<file path="config.mk">
export PLATFORM = sky130hd
export DESIGN_NAME = sha256_msg_feeder_flat
export DESIGN_NICKNAME = d
export VERILOG_FILES = /design/src/rtl/sha256_msg_feeder_if.sv /design/src/rtl/sha256_msg_feeder.sv /design/src/flat_wrapper.sv
export SDC_FILE = /design/constraint.sdc
export NUM_CORES = 1
export LEC_CHECK = 0
export BUFFER_PORTS_ARGS = -buffer_cell sky130_fd_sc_hd__buf_2
export CELL_PAD_IN_SITES_DETAIL_PLACEMENT = 1
export CELL_PAD_IN_SITES_GLOBAL_PLACEMENT = 2
export CORE_MARGIN = 5
export CORE_UTILIZATION = 31
export DETAILED_ROUTE_END_ITERATION = 10
export GPL_TIMING_DRIVEN = 0
export PLACE_DENSITY_LB_ADDON = 0.1
export SETUP_SLACK_MARGIN = 0.15
export SLEW_MARGIN = 20
export SYNTH_ARGS = -nofsm -noshare
export SYNTH_HDL_FRONTEND = slang
export SYNTH_SLANG_ARGS = --single-unit
export TNS_END_PERCENT = 1
</file>
<file path="constraint.sdc">
create_clock -name clk -period 2.8 [get_ports clk]
set_clock_uncertainty 0.1 [all_clocks]
set_input_delay 0.56 -clock clk [delete_from_list [all_inputs] [get_ports clk]]
set_output_delay 0.56 -clock clk [all_outputs]
set_load 0.05 [all_outputs]
</file>
<file path="src/rtl/sha256_msg_feeder_if.sv">
// Port bundle for sha256_msg_feeder: the incoming message word stream and the
// block handshake towards the SHA-256 core. The feeder uses the master modport.
interface sha256_msg_feeder_if;
    // Stream beat transfers on a clock edge where s_valid & s_ready are both high;
    // the source holds s_data/s_nbytes/s_last stable while s_valid waits for s_ready.
    logic [31:0]  s_data;
    logic [2:0]   s_nbytes;
    logic         s_last;
    logic         s_valid;
    logic         s_ready;
    logic [511:0] block;
    logic         next;
    logic         init;
    logic         core_ready;
    logic         digest_we;
    logic         busy;
    logic         done;
    logic [2:0]   state_dbg;

    modport master (
        input  s_data, s_nbytes, s_last, s_valid, core_ready, digest_we,
        output s_ready, block, next, init, busy, done, state_dbg
    );

    modport slave (
        output s_data, s_nbytes, s_last, s_valid, core_ready, digest_we,
        input  s_ready, block, next, init, busy, done, state_dbg
    );
endinterface

</file>
<file path="src/rtl/sha256_msg_feeder.sv">
// Packs a byte-aligned big-endian word stream into padded 512-bit SHA-256 blocks
// and issues them to the core one at a time with a next/init pulse.
module sha256_msg_feeder (
    input  logic                clk,
    input  logic                rst,
    sha256_msg_feeder_if.master bus
);
    typedef enum logic [2:0] {
        S_FILL  = 3'd0,
        S_PAD   = 3'd1,
        S_ISSUE = 3'd2,
        S_WAIT  = 3'd3,
        S_DONE  = 3'd4
    } state_t;

    state_t      state, state_nxt;
    logic [31:0] blk_w [16];
    logic [3:0]  widx;
    logic [60:0] bytecnt;
    logic        pad_done, in_pad, last_blk, first, busy_q;
    logic        accept, fire, pad_set;
    logic [31:0] beat_word;
    logic [63:0] bit_len;

    assign bit_len       = {bytecnt, 3'b000};
    assign pad_set       = bus.s_last && (bus.s_nbytes < 3'd4);
    assign bus.busy      = busy_q;
    assign bus.state_dbg = state;

    // Zero the invalid tail of the beat; a short final beat also carries the 0x80 marker.
    always_comb begin
        beat_word = 32'h0;
        case (bus.s_nbytes)
            3'd0:    beat_word = 32'h0;
            3'd1:    beat_word = {bus.s_data[31:24], 24'h0};
            3'd2:    beat_word = {bus.s_data[31:16], 16'h0};
            3'd3:    beat_word = {bus.s_data[31:8], 8'h0};
            default: beat_word = bus.s_data;
        endcase
        if (bus.s_last) begin
            case (bus.s_nbytes)
                3'd0:    beat_word[31:24] = 8'h80;
                3'd1:    beat_word[23:16] = 8'h80;
                3'd2:    beat_word[15:8]  = 8'h80;
                3'd3:    beat_word[7:0]   = 8'h80;
                default: ;
            endcase
        end
    end

    always_comb begin
        bus.block = '0;
        for (int i = 0; i < 16; i++) begin
            bus.block[511 - 32*i -: 32] = blk_w[i];
        end
    end

    always_comb begin
        state_nxt   = state;
        bus.s_ready = 1'b0;
        bus.next    = 1'b0;
        bus.init    = 1'b0;
        bus.done    = 1'b0;
        accept      = 1'b0;
        fire        = 1'b0;
        case (state)
            S_FILL: begin
                bus.s_ready = !rst;
                accept      = bus.s_valid && !rst;
                if (accept) begin
                    if (widx == 4'd15)   state_nxt = S_ISSUE;
                    else if (bus.s_last) state_nxt = S_PAD;
                end
            end
            S_PAD: begin
                if ((widx == 4'd14) && pad_done) state_nxt = S_ISSUE;
                else if (widx == 4'd15)          state_nxt = S_ISSUE;
            end
            S_ISSUE: begin
                fire     = bus.core_ready && !rst;
                bus.next = fire;
                bus.init = first && fire;
                if (fire) state_nxt = S_WAIT;
            end
            S_WAIT: begin
                if (bus.digest_we) begin
                    if (last_blk)    state_nxt = S_DONE;
                    else if (in_pad) state_nxt = S_PAD;
                    else             state_nxt = S_FILL;
                end
            end
            S_DONE: begin
                bus.done  = !rst;
                state_nxt = S_FILL;
            end
            default: state_nxt = S_FILL;
        endcase
    end

    always_ff @(posedge clk) begin
        if (rst) state <= S_FILL;
        else     state <= state_nxt;
    end

    always_ff @(posedge clk) begin
        if (rst) begin
            for (int i = 0; i < 16; i++) blk_w[i] <= 32'h0;
            widx     <= 4'd0;
            bytecnt  <= '0;
            pad_done <= 1'b0;
            in_pad   <= 1'b0;
            last_blk <= 1'b0;
            first    <= 1'b1;
            busy_q   <= 1'b0;
        end else begin
            case (state)
                S_FILL: begin
                    if (accept) begin
                        blk_w[widx] <= beat_word;
                        bytecnt     <= bytecnt + 61'(bus.s_nbytes);
                        widx        <= widx + 4'd1;
                        busy_q      <= 1'b1;
                        if (pad_set)    pad_done <= 1'b1;
                        if (bus.s_last) in_pad   <= 1'b1;
                    end
                end
                S_PAD: begin
                    // Words 14/15 take the length only once the marker is already in place.
                    if ((widx == 4'd14) && pad_done) begin
                        blk_w[14] <= bit_len[63:32];
                        blk_w[15] <= bit_len[31:0];
                        last_blk  <= 1'b1;
                    end else begin
                        blk_w[widx] <= pad_done ? 32'h0 : 32'h8000_0000;
                        pad_done    <= 1'b1;
                        widx        <= widx + 4'd1;
                    end
                end
                S_ISSUE: begin
                    if (fire) first <= 1'b0;
                end
                S_WAIT: begin
                    if (bus.digest_we) begin
                        widx <= 4'd0;
                        if (last_blk) busy_q <= 1'b0;
                    end
                end
                S_DONE: begin
                    widx     <= 4'd0;
                    bytecnt  <= '0;
                    pad_done <= 1'b0;
                    in_pad   <= 1'b0;
                    last_blk <= 1'b0;
                    first    <= 1'b1;
                end
                default: ;
            endcase
        end
    end
endmodule

</file>
<file path="src/flat_wrapper.sv">
// flat-port wrapper written by rule: the top's interface ports become plain ports
module sha256_msg_feeder_flat 
  (clk, rst, bus_s_data, bus_s_nbytes, bus_s_last, bus_s_valid, bus_core_ready, bus_digest_we, bus_s_ready, bus_block, bus_next, bus_init, bus_busy, bus_done, bus_state_dbg);
  sha256_msg_feeder_if bus_i ();
  input  logic clk;
  input  logic rst;
  input wire logic [$bits(bus_i.s_data)-1:0] bus_s_data;
  input wire logic [$bits(bus_i.s_nbytes)-1:0] bus_s_nbytes;
  input wire logic [$bits(bus_i.s_last)-1:0] bus_s_last;
  input wire logic [$bits(bus_i.s_valid)-1:0] bus_s_valid;
  input wire logic [$bits(bus_i.core_ready)-1:0] bus_core_ready;
  input wire logic [$bits(bus_i.digest_we)-1:0] bus_digest_we;
  output wire logic [$bits(bus_i.s_ready)-1:0] bus_s_ready;
  output wire logic [$bits(bus_i.block)-1:0] bus_block;
  output wire logic [$bits(bus_i.next)-1:0] bus_next;
  output wire logic [$bits(bus_i.init)-1:0] bus_init;
  output wire logic [$bits(bus_i.busy)-1:0] bus_busy;
  output wire logic [$bits(bus_i.done)-1:0] bus_done;
  output wire logic [$bits(bus_i.state_dbg)-1:0] bus_state_dbg;
  assign bus_i.s_data = bus_s_data;
  assign bus_i.s_nbytes = bus_s_nbytes;
  assign bus_i.s_last = bus_s_last;
  assign bus_i.s_valid = bus_s_valid;
  assign bus_i.core_ready = bus_core_ready;
  assign bus_i.digest_we = bus_digest_we;
  assign bus_s_ready = bus_i.s_ready;
  assign bus_block = bus_i.block;
  assign bus_next = bus_i.next;
  assign bus_init = bus_i.init;
  assign bus_busy = bus_i.busy;
  assign bus_done = bus_i.done;
  assign bus_state_dbg = bus_i.state_dbg;
  sha256_msg_feeder u_core (.clk(clk), .rst(rst), .bus(bus_i));
endmodule
</file>
==> summary.txt <==
Outcome
  • Run status: complete, no violations

GRT
  • Pin count of the biggest net entering global routing: 33
  • Grt total ovfl: 0
  • Gr usage total: about a quarter
  • Vias in the first global route: approximately 17000
  • Initial antenna violation count: 2
  • First-pass GRT wire length: 131000 µm

Clocking
  • Worst-Skew Late Latency: 0.62 ns
  • H-tree depth: 3
  • Root buf cell: clkbuf_16
  • Clock-pin slew on the worst setup and hold paths: 0.06 ns
  • Clock sink count: 585
  • CTS tree: done
  • Longest Clk Path Bufs: 3
  • Total CTS buffers: 68
  • Hold_buf cts: 0

Synthesis
  • Synth area leaders: edfxtp_1 (69%), nor2_1 (8.4%), dfxtp_1 (6.6%), nand2_1 (2.4%), o21ai_0 (2.1%)
  • Synthesized area per cell: 12.8 µm²
  • Most instantiated cells after synthesis: edfxtp_1 (512), nor2_1 (500), nand2_1 (140)
  • Most numerous cell in the Yosys netlist: edfxtp_1
  • Post-synthesis sequential area ratio: 75.7%
  • Post-synth EDFFs: 512
  • Ys async rst share: 0%
  • Post-synth top area share: 69.1%
  • Synth Cell Area: 22200 µm²
  • Synth Flop Type: edfxtp_1
  • YS warnings: 0
  • Flops & latches, synth: 585
  • Syn nets: 1787
  • Area leader, netlist: edfxtp_1
  • Yosys cell types: 56
  • Post-synthesis cell count: between 1500 and 2000

Floorplan
  • Rows: between 90 and 100
  • Core area: roughly 70000 µm²
  • Num ports: about 560
  • Die area: 77200 µm²
  • Initial Util: 31.2%
  • DIE WIDTH: between 200 and 300 µm
  • Die Y: 278 µm

Place
  • Placed cells: approximately 3300
  • GP Congestion: ~0.84
  • PortBufs: 559
  • Dpl hpwl: between 70000 and 80000 µm

STA
  • Final min period: 2.69 ns
  • RSZ-0062 raised after global routing: true
  • Actual slew at the worst max-slew pin: 0.947 ns
  • Final setup viols: 0
  • Final Cycle Share: between 90 and 100%
  • Peak Freq: 372 MHz
  • Hold Fails Final Rpt: 0
  • Fin. max-slew vios: 0
  • Rel. slew slack: 36.3%

Final layout
  • P&R area growth vs syn: 34.1%
  • Post-Layout Cell Count: 3398
  • NumNets Final: 2445
  • Ant diodes: 0
  • Finished Core Util: 41.8%
  • # fillers: 7740
  • Layout cells sized above 1: 34.8%

Power and ir drop
  • P per Cell Area: just under 800 nW/µm²
  • P_leak: 12.0 nW
  • Total power draw: 23.1 mW
  • VDD IR max: 0.000430 V

Setup path
  • Worst Path Max Fanout: 10
  • R2R Path Start: u_core.bytecnt[0]
  • Setup CP Type: reg2out
  • Crit path capture type: primary output
  • Cells on worst reg2reg path: 8
  • Critical Path Start Type: register
  • WP data required: 2.14 ns
  • R2R Setup Slk: 0.12 ns
  • Critical Path AT: 2.03 ns
  • Worst R2R End: u_core.bytecnt[60]

Route
  • Routed WL per cell: 27.7 µm
  • Number of DRC markers in iteration 0: 1177
  • Vias per std cell: 4.87
  • First drt pass iteration count: 5
  • Post-route ant nets: 0
  • Via Count: 16600
  • Drt total wl: 94000 µm
  • Drc violations: 0

Worst hold path
  • Hold depth: 3
  • Worst hold start: bus_s_valid
  • Tightest Hold Check Type: in2reg
  • Worst Hold Endpoint: u_core.in_pad

Run
  • Max cap viols: 0
-- stage by stage --
stage	hold slack, ns	TNS (ns)	setup WS [ns]	area (µm²)
floorplan	0.341	-5.98	-0.0934	22300
global placement	0.366	-863.01	-1.35	26300
detailed placement	0.355	-626.45	-1.29	26600
CTS	0.161	0	0.0902	29500
global route	0.220	0	0.0127	29800
finish	0.196	0	0.113	29800
-- state kept, by name, summed over array words and instances, names as in the netlist --
name / flops
u_core.widx: 4
u_core.last_blk: 1
u_core.bus.state_dbg: 3
u_core.pad_done: 1
u_core.first: 1
u_core.bytecnt: 61
u_core.blk_w: 512
u_core.bus.busy: 1
u_core.in_pad: 1
-- final cells by class --
cell class / count / area [µm²] / area share, %
buffer: 118 / 741 / 2.48
clock buffer: 89 / 1820 / 6.11
clock inverter: 33 / 360 / 1.21
inverter: 11 / 41.3 / 0.138
multi-input combinational: 1028 / 5590 / 18.7
sequential: 585 / 16900 / 56.5
tap: 950 / 1190 / 3.98
timing repair buffer: 584 / 3230 / 10.8
-- kinds of logic (layout without fill, tap and decap cells) --
group	count (synthesis)	count (layout)	share of synthesized area, %
flip-flops	585	585	75.7
adder cells (fa/ha/maj)	8	8	0.484
AND/OR/NAND/NOR	810	815	15.8
AO/OA/AOI/OAI	176	176	4.45
XOR/XNOR	26	26	1.02
multiplexers	3	3	0.141
buffers and inverters	130	835	2.41
-- critical path: stages (launching register included) --
cell      delay, ns
dfxtp_1        0.40
clkbuf_8       0.20
nor2b_1        0.19
nor3b_2        0.24
and2_1         0.18
buf_4          0.20
-- layout by cell type (no fill, tap or decap), types with 22 or more instances in the layout --
master and n:
o21ai_0 88, dfxtp_1 65, edfxtp_1 512, nand3_1 22, clkbuf_16 69, or3_1 24, buf_6 22, nand2_1 100
buf_2 558, a21oi_1 44, clkbuf_1 70, nor2_1 493, buf_4 28
-- power by group --
part | switching, mW | internal [mW]
logic | 3.28 | 0.855
registers | 0.186 | 9.95
clock network | 3.76 | 5.10
-- worst max-delay path by stage --
stage | start | endpoint | slack, ns | cells past startpoint
2_1_floorplan | u_core.bus.state_dbg[1] | u_core.blk_w[12][0] | -0.09 | 6
3_3_place_gp | bus_s_valid | u_core.blk_w[12][9] | -1.35 | 6
3_5_place_dp | bus_s_valid | u_core.blk_w[8][6] | -1.29 | 6
4_1_cts | u_core.bus.state_dbg[2] | u_core.blk_w[7][12] | 0.09 | 7
5_1_grt | u_core.bus.state_dbg[1] | bus_next | 0.01 | 5
6_report | u_core.bus.state_dbg[1] | bus_next | 0.11 | 5
-- routing by layer --
layer | up-vias | track usage (%) | part of all wire [%]
met5 | - | 0 | 0
met2 | 516 | 43.2 | 53
met1 | 8489 | 27.3 | 39
met4 | 0 | 6.19 | 2.5
li1 | 7442 | - | -
met3 | 107 | 5.50 | 6.0
-- timing repair --
item                       in CTS  in global routing
buffers inserted               12                  2
setup endpoints to repair    1083                718
resized for setup             186                 91
hold endpoints to repair        0                  0
pin swaps                      13                 12
cloned                          5                  0
No activity file was read; power rests on OpenSTA's default activity.
